--- config.mk ---
export PLATFORM = sky130hd
export DESIGN_NAME = pc_fetch_unit
export DESIGN_NICKNAME = d
export VERILOG_FILES = /design/src/rtl/pc_fetch_unit.sv
export SDC_FILE = /design/constraint.sdc
export NUM_CORES = 1
export LEC_CHECK = 0
export CAP_MARGIN = 0
export CORE_AREA = 2 2 178 180
export DETAILED_ROUTE_END_ITERATION = 10
export DIE_AREA = 0 0 180 182
export PLACE_DENSITY = 0.69
export SETUP_SLACK_MARGIN = 0.2
export SYNTH_ARGS = -nofsm -noshare
export SYNTH_HDL_FRONTEND = slang
export SYNTH_SLANG_ARGS = --single-unit
--- constraint.sdc ---
create_clock -name clk -period 4.9 [get_ports clk]
set_clock_uncertainty 0.2 [all_clocks]
set_input_delay 0.98 -clock clk [delete_from_list [all_inputs] [get_ports clk]]
set_output_delay 0.98 -clock clk [all_outputs]
set_load 0.02 [all_outputs]
--- src/rtl/pc_fetch_unit.sv ---
//------------------------------------------------------------------------------
// Module      : pc_fetch_unit
// Description : Program counter and handshaked instruction-fetch engine with
//               branch/jump redirect resolution and memory timeout detection.
// Revision    : 1.0 - initial release
//------------------------------------------------------------------------------
`default_nettype none

module pc_fetch_unit #(
    parameter int              XLEN         = 64,
    parameter logic [XLEN-1:0] RESET_VECTOR = '0,
    parameter int              TIMEOUT      = 16
) (
    input  logic            clk,
    input  logic            reset,
    input  logic            fetch_req,
    output logic            imem_req,
    output logic [XLEN-1:0] imem_addr,
    input  logic            imem_ack,
    input  logic [31:0]     imem_rdata,
    output logic [31:0]     instr,
    output logic            instr_valid,
    output logic [XLEN-1:0] pc,
    output logic [XLEN-1:0] pc_plus4,
    input  logic            pc_upd,
    input  logic [1:0]      pc_upd_kind,
    input  logic [2:0]      br_cond,
    input  logic [XLEN-1:0] cmp_a,
    input  logic [XLEN-1:0] cmp_b,
    input  logic [XLEN-1:0] target,
    output logic            busy,
    output logic            misalign,
    output logic            timeout_err
);

    localparam int CNT_W = $clog2(TIMEOUT);

    localparam logic [1:0] S_IDLE = 2'd0;
    localparam logic [1:0] S_WAIT = 2'd1;
    localparam logic [1:0] S_ERR  = 2'd2;

    localparam logic [1:0] K_SEQ    = 2'b00;
    localparam logic [1:0] K_JUMP   = 2'b01;
    localparam logic [1:0] K_BRANCH = 2'b10;

    logic [1:0]      r_state;
    logic [XLEN-1:0] r_pc;
    logic [31:0]     r_instr;
    logic            r_instrValid;
    logic            r_misalign;
    logic [CNT_W-1:0] r_waitCnt;

    logic [1:0]      w_stateNext;
    logic [XLEN-1:0] w_pcNext;
    logic [XLEN-1:0] w_pcPlus4;
    logic [CNT_W-1:0] w_waitCntNext;
    logic            w_misalignNext;
    logic            w_capture;
    logic            w_brTaken;
    logic            w_redirect;

    assign w_pcPlus4 = r_pc + XLEN'(4);

    always_comb begin
        w_brTaken = 1'b0;
        case (br_cond)
            3'b000:  w_brTaken = (cmp_a == cmp_b);
            3'b001:  w_brTaken = (cmp_a != cmp_b);
            3'b100:  w_brTaken = ($signed(cmp_a) <  $signed(cmp_b));
            3'b101:  w_brTaken = ($signed(cmp_a) >= $signed(cmp_b));
            3'b110:  w_brTaken = (cmp_a <  cmp_b);
            3'b111:  w_brTaken = (cmp_a >= cmp_b);
            default: w_brTaken = 1'b0;
        endcase
    end

    assign w_redirect = (pc_upd_kind == K_JUMP) || ((pc_upd_kind == K_BRANCH) && w_brTaken);

    always_ff @(posedge clk) begin
        if (reset) begin
            r_state      <= S_IDLE;
            r_pc         <= RESET_VECTOR;
            r_instr      <= '0;
            r_instrValid <= 1'b0;
            r_misalign   <= 1'b0;
            r_waitCnt    <= '0;
        end else begin
            r_state      <= w_stateNext;
            r_pc         <= w_pcNext;
            r_instrValid <= w_capture;
            r_misalign   <= w_misalignNext;
            r_waitCnt    <= w_waitCntNext;
            if (w_capture) begin
                r_instr <= imem_rdata;
            end
        end
    end

    always_comb begin
        w_stateNext    = r_state;
        w_pcNext       = r_pc;
        w_waitCntNext  = r_waitCnt;
        w_misalignNext = 1'b0;
        w_capture      = 1'b0;
        case (r_state)
            S_IDLE: begin
                // A PC update owns the cycle; a simultaneous fetch request is dropped.
                if (pc_upd) begin
                    if (w_redirect) begin
                        if (target[1:0] != 2'b00) begin
                            w_misalignNext = 1'b1;
                        end else begin
                            w_pcNext = target;
                        end
                    end else if ((pc_upd_kind == K_SEQ) || (pc_upd_kind == K_BRANCH)) begin
                        w_pcNext = w_pcPlus4;
                    end
                end else if (fetch_req) begin
                    w_stateNext   = S_WAIT;
                    w_waitCntNext = '0;
                end
            end
            S_WAIT: begin
                // An ack on the last allowed cycle still completes the fetch.
                if (imem_ack) begin
                    w_capture   = 1'b1;
                    w_stateNext = S_IDLE;
                end else if (r_waitCnt == CNT_W'(TIMEOUT - 1)) begin
                    w_stateNext = S_ERR;
                end else begin
                    w_waitCntNext = r_waitCnt + CNT_W'(1);
                end
            end
            S_ERR: begin
                w_stateNext = S_ERR;
            end
            default: begin
                w_stateNext = S_IDLE;
            end
        endcase
    end

    assign pc          = r_pc;
    assign pc_plus4    = w_pcPlus4;
    assign imem_req    = (r_state == S_WAIT);
    assign imem_addr   = r_pc;
    assign instr       = r_instr;
    assign instr_valid = r_instrValid;
    assign misalign    = r_misalign;
    assign busy        = (r_state == S_WAIT) || (r_state == S_ERR);
    assign timeout_err = (r_state == S_ERR);

endmodule

`default_nettype wire
==> metrics.md <==
| Metric | Value |
|---|---|
| Status | `finished, final reports clean` |
| GRT Overall Usage | `25.5%` |
| Endpoints failing setup | `0` |
| Slew HR | `23.7%` |
| CP Launch Point | `imem_addr[9]$_SDFFE_PP0P_` |
| Top_reg_cell synth | `dfxtp_1` |
| Syn. warnings | `0` |
| Post-synth EDFFs | `0` |
| Worst Tran Pin Value | `1.14 ns` |
| Vias in the first global route | `11,082` |
| Drt total wl | `43,900 um` |
| Row count | `65` |
| Final antenna-violating net count | `0` |
| Syn_nets | `1,558` |
| Yosys reg bits | `104` |
| Crit path cell chain | `and4_1 -> nand3_1 -> nor4_4 -> buf_4 -> and3_1 -> nand2_1 -> nor3_1 -> xor2_1 -> clkdlybuf4s50_1` |
| Worst Path Max Fanout | `8` |
| Synth top area share | `22.1%` |
| Crit path required time | `3.72 ns` |
| Crit-path leading delay family | `simple AND/OR/NAND/NOR gates` |
| Post-layout min period | `4.70 ns` |
| HPWL after detailed placement | `34,100 um` |
| Syn Std Cell Area | `9440 um^2` |
| Commonest non-fill, non-tap cell in the layout | `clkdlybuf4s50_1` |
| Number of max-slew violations in the final report | `0` |
| Initial antenna violation count | `8` |
| Clock root buffer | `clkbuf_16` |
| TritonRoute pass-1 iters | `5` |
| Max Cap Violations | `0` |
| Cells after DPL | `2,055` |
| Yosys cell types | `76` |
| Sum of negative setup slack | `0 ns` |
| Ports | `463` |
| Area Overhead vs Synth | `55.9%` |
| Mean Syn Cell Area | `7.52 um^2` |
| First-pass GRT wire length | `65,400 um` |
| Worst path max stage delay | `0.64 ns` |
| Peak supply drop | `0.000163 V` |
| R2R depth | `9` |
| Unrepaired setup endpoints after global routing | `true` |
| Leakage | `0.00594 uW` |
| Starting DRT DRC Count | `977` |
| Final hold vios | `0` |
| Design Power | `3200 uW` |
| Clk Latency, worst-skew pair | `0.37 ns` |
| Slowest CP cell | `clkdlybuf4s50_1` |
| Worst Hold Depth | `2` |
| Commonest non-fill, non-tap cells in the layout | `452 x clkdlybuf4s50_1, 168 x nand2_1, 98 x dfxtp_1` |
| Vias/cell | `5.48` |
| Critical path endpoint | `pc_plus4[60]` |
| Global route overflow | `0` |
| Depth of the CTS H-tree | `3` |
| Ys async rst share | `0%` |
| Achievable Freq | `213 MHz` |
| Die Wd | `180 um` |
| Setup crit start kind | `flop` |
| Non-Filler Instances | `2,074` |
| Cell count after synthesis | `1,255` |
| RR Endpoint | `imem_addr[61]$_SDFFE_PP0P_` |
| Core Area | `31,000 um^2` |
| Filler cells | `2,977` |
| DIE HEIGHT | `182 um` |
| Hold_buf cts | `0` |
| Period utilization | `95.9%` |
| CTS tree | `done` |
| Initial Util | `30.5%` |
| Crit Path Class | `reg -> out` |
| Setup repair bufs after CTS | `0` |
| Drt drc | `0` |
| Die area | `32,800 um^2` |
| Worst hold path type | `reg -> reg` |
| Worst path depth | `9` |
| Cell taking the most area after synthesis | `dfxtp_1` |
| Vias | `11,372` |
| Fin nets | `1,967` |
| Clk buf depth | `2` |
| Number of CTS-inserted buffers | `9` |
| Clock transition at path regs | `0.08 ns` |
| Avg WL per Cell | `21.2 um` |
| CP Buf/Inv Count | `2` |
| Register area share after synthesis | `22.1%` |
| R2R Setup Slk | `1.56 ns` |
| Port buffer count | `462` |
| CP Capture Type | `output port` |
| WP data arrival | `3.52 ns` |
| Synth area leaders | `dfxtp_1 22%, ha_1 9.1%, nand2_1 6.7%` |
| Placer Congestion | `0.895` |
| Largest net degree at the start of global routing | `58` |
| Proportion of layout cells with a drive suffix above 1 | `7.73%` |
| Clock sink total | `104` |
| Pwr dens | `217 nW/um^2` |
| Reg2Reg Launch Point | `imem_addr[9]$_SDFFE_PP0P_` |
## timing repair
action	4_1_cts	5_1_grt
pin swaps	0	0
endpoints found under the setup margin	8	20
resized for setup	4	11
## where the power goes
part | switching [uW] | total, uW | leakage, uW | internal, uW
Combinational | 781 | 1480 | 0.00496 | 703
Sequential | 75.0 | 989 | 0.000847 | 914
Clock | 371 | 724 | 0.000134 | 352
## worst min-delay path by stage
stage                                      to                       from  slack [ns]
floorplan           r_waitCnt[1]$_SDFFE_PP0P_  r_waitCnt[1]$_SDFFE_PP0P_        0.25
global placement        instr[7]$_SDFFE_PP0P_      instr[7]$_SDFFE_PP0P_        0.24
detailed placement     instr[30]$_SDFFE_PP0P_     instr[30]$_SDFFE_PP0P_        0.25
CTS                    instr[30]$_SDFFE_PP0P_     instr[30]$_SDFFE_PP0P_        0.26
global route            instr[5]$_SDFFE_PP0P_      instr[5]$_SDFFE_PP0P_        0.28
finish                 instr[30]$_SDFFE_PP0P_     instr[30]$_SDFFE_PP0P_        0.26
## metrics by stage
step           utilization (%)  setup WS, ns  instance area (um^2)  hold slack, ns
5_1_grt                   47.5        0.0556                 14700           0.277
3_3_place_gp              46.4        0.0789                 14400           0.241
4_1_cts                   47.3         0.132                 14700           0.256
2_1_floorplan                -         0.896                  9440           0.249
3_5_place_dp              46.4       0.00212                 14400           0.246
6_report                  47.5         0.201                 14700           0.256
## cell type report
type | instances | area [um^2] | share of cell area [%]
Multi-Input combinational cell | 921 | 6280 | 42.7
Timing Repair Buffer | 535 | 5200 | 35.4
Sequential cell | 104 | 2090 | 14.2
Tap cell | 402 | 503 | 3.42
Inverter | 93 | 349 | 2.37
Clock buffer | 9 | 225 | 1.53
Clock inverter | 6 | 53.8 | 0.366
Antenna cell | 4 | 10.0 | 0.0680
## routing by layer
| layer | vias to the layer above | global-route usage, % | wire, um |
|---|---|---|---|
| li1 | 5340 | - | - |
| met1 | 5406 | 31.9 | 18000 |
| met2 | 569 | 44.2 | 21500 |
| met3 | 53 | 5.80 | 3460 |
| met4 | 4 | 6.31 | 827 |
| met5 | - | 0 | 24 |
## Yosys cell counts, types with 3 or more instances
| cell | n |
|---|---|
| a32o_1 | 9 |
| nor4_1 | 15 |
| buf_1 | 7 |
| xor2_1 | 25 |
| nand2_1 | 169 |
| buf_2 | 11 |
| or3_1 | 9 |
| mux2_2 | 3 |
| nand4_1 | 35 |
| or4_1 | 3 |
| nor3_1 | 32 |
| o21ai_0 | 28 |
| a21o_1 | 6 |
| and4_1 | 6 |
| o22a_1 | 3 |
| o22ai_1 | 44 |
| xnor2_1 | 35 |
| o221ai_1 | 29 |
| buf_4 | 66 |
| o211ai_1 | 3 |
| a211oi_1 | 4 |
| mux2i_1 | 59 |
| nor2b_1 | 5 |
| a2bb2oi_1 | 7 |
| nand3_1 | 51 |
| a31oi_1 | 3 |
| and2_1 | 9 |
| a221oi_1 | 19 |
| inv_1 | 92 |
| o2bb2ai_1 | 20 |
| ha_1 | 69 |
| a22oi_1 | 16 |
| nand2b_1 | 4 |
| and3_1 | 16 |
| o31ai_1 | 3 |
| clkbuf_1 | 52 |
| a21oi_1 | 70 |
| nor2_1 | 66 |
| dfxtp_1 | 104 |
## kinds of logic after synthesis
kind of cell / count (synthesis) / share of synthesized area, %
and+or+nand+nor: 436 / 22.3
adders and majority gates: 69 / 9.15
xor gates and xnor gates: 60 / 5.57
AOI/OAI and AO/OA: 294 / 22.4
buffers and inverters: 230 / 12.0
muxes: 62 / 6.61
DFF: 104 / 22.1
## registers in the layout, summed over array words and instances, names as in the netlist
register / flops
imem_addr: 64
instr: 32
r_waitCnt: 4
r_state: 2
instr_valid: 1
misalign: 1
## worst register-to-register path, stage by stage, from the launching register on
cell     delay, ns
dfxtp_2       0.42
and4_1        0.29
nand3_1       0.24
nor4_2        0.36
nand4_1       0.28
or4_4         0.54
nor3_1        0.19
xor2_1        0.13
or2_2         0.32
a32o_1        0.26
No activity file was read; power rests on OpenSTA's default activity.
==> patch, RTL diff (same flow settings) <==
Put a register stage on the output `timeout_err`. The value now appears one clock later. The other outputs are not delayed to match.
--- a/src/rtl/pc_fetch_unit.sv
+++ b/src/rtl/pc_fetch_unit.sv
@@ -148,7 +148,9 @@
     assign instr_valid = r_instrValid;
     assign misalign    = r_misalign;
     assign busy        = (r_state == S_WAIT) || (r_state == S_ERR);
-    assign timeout_err = (r_state == S_ERR);
+    always_ff @(posedge clk) begin
+        timeout_err <= (r_state == S_ERR);
+    end
 
 endmodule
 
Behaviour: no difference found for any inputs over 4 cycles, from zero or initial values and one cycle with reset high; that may be too few to reach the edited logic, so the function may still have changed.
==> patch against the unedited design <==
  * Via count shrank 23%
  * Utilization is 4.7 points lower
  * Setup slack better by 0.11 ns
  * Synthesized cell count shrank 18%
  * Cell area is 9.9% lower
  * Count of clock-buffer cells in the layout did not move
  * Power is 17% lower
  * Sequential cell count rose by 1
  * Wire length down 27%
  * First-iteration DRC count is 61% lower
  * Area after synthesis shrank 15%
  * Critical path type unchanged
  * Highest routed layer is now met4
==> patch: results <==
metrics = {
    "cells_and_area": {
        "seq_share_pct": 15.9,
        "multi_input_cells": 705,
        "design.seq.count": 105,
        "multiInputGateArea_mm2": 0.00482,
        "non_clock_buffer_area_share_pct": 38.8,
        "inv_count": 106,
        "nonClockBufferCount": 520,
        "final-clk-cell-share_pct": 2.08,
        "insertedDiodeCount": 0,
        "finalNonFillerCells": 1853,
        "drive_gt1_share_pct": 7.10,
        "fillCellCount": 3134,
    },
    "power": {
        "p_clk_share_pct": 27.1,
        "leakagePower_uw": 0.00549,
        "p_per_area_mw_per_mm2": 200,
        "seq_cell_power_uw": 955,
        "internal_power_uw": 1760,
        "ir_worst_vdd_mv": 0.130,
    },
    "synthesis": {
        "synth_fa_ha_area_share_pct": 10.8,
        "synth-compound-area-share_pct": 14.3,
        "synthMuxAreaShare_pct": 7.93,
        "yosysSeqAreaShare_pct": 26.3,
        "yosysUniqueCellTypes": 52,
        "synthTopCellsByArea": "dfxtp_1 26%, ha_1 11%, mux2i_1 7.6%, buf_4 6.4%, a21oi_1 5.4%",
        "syn-num-nets": 1336,
        "syn_inst": 1033,
        "synth_xor_area_share_pct": 6.68,
    },
    "timing": {
        "tightest_slew_ns": 1.18,
    },
    "worst_setup_path": {
        "cpPeakStageDelay_ns": 0.67,
        "cp.arrival_ns": 3.41,
        "cp_max_fo": 6,
    },
    "global_routing": {
        "track_usage_pct": 18.6,
        "grt_pass1_vias": 8747,
        "grt_pass1_wl_um": 48300,
        "grtUsageMet3_pct": 3.69,
        "gr-usage-met1_pct": 20.8,
        "grt_util_met2_pct": 35.6,
        "grt_antenna_before_repair": 0,
        "grt_max_degree": 67,
    },
    "drt": {
        "highest_layer": "met4",
        "wl_met2_um": 16800,
        "drt-met1-wl_um": 12500,
        "drt_pass1_iterations": 7,
        "wl_per_cell_um": 17.3,
        "dr.first_iter.drc_count": 382,
    },
    "clock_network": {
        "postCtsSetupBuffers": 1,
        "cts_resized": 13,
    },
    "outcome": {
        "status": "completed",
    },
    "place": {
        "dp_hpwl_um": 26200,
        "dp_cells": 1831,
        "dpl_worst_slack_ns": -0.0959,
        "gp_congestion": 0.886,
    },
}
==> patch: cell count changes in the layout (fill, tap and decap cells not counted), sizes merged, moves of 15 or more <==
cell    before  now
a21oi       70   86
a22oi       16    1
buf         81   59
nand2      170  113
nor3        32   12
o221ai      29    0
o22ai       44    2
o32ai        1   24
==> patch: path summary, 6_finish.rpt <==
check	from	slack, ns	cells past startpoint	end
min reg2reg	instr[25]	0.26	2	instr[25]
max	imem_addr[3]	0.31	8	pc_plus4[26]
max reg2reg	imem_addr[22]	1.74	10	imem_addr[56]
min	instr[25]	0.26	2	instr[25]
==> patch: per-stage QoR <==
step,instance area [um^2],hold WS (ns),TNS (ns)
final,13300,0.255,0
after CTS,13200,0.257,0
after detailed placement,12900,0.245,-1.40
after global placement,12900,0.241,-0.558
after floorplan,7980,0.249,0
after global routing,13300,0.275,0
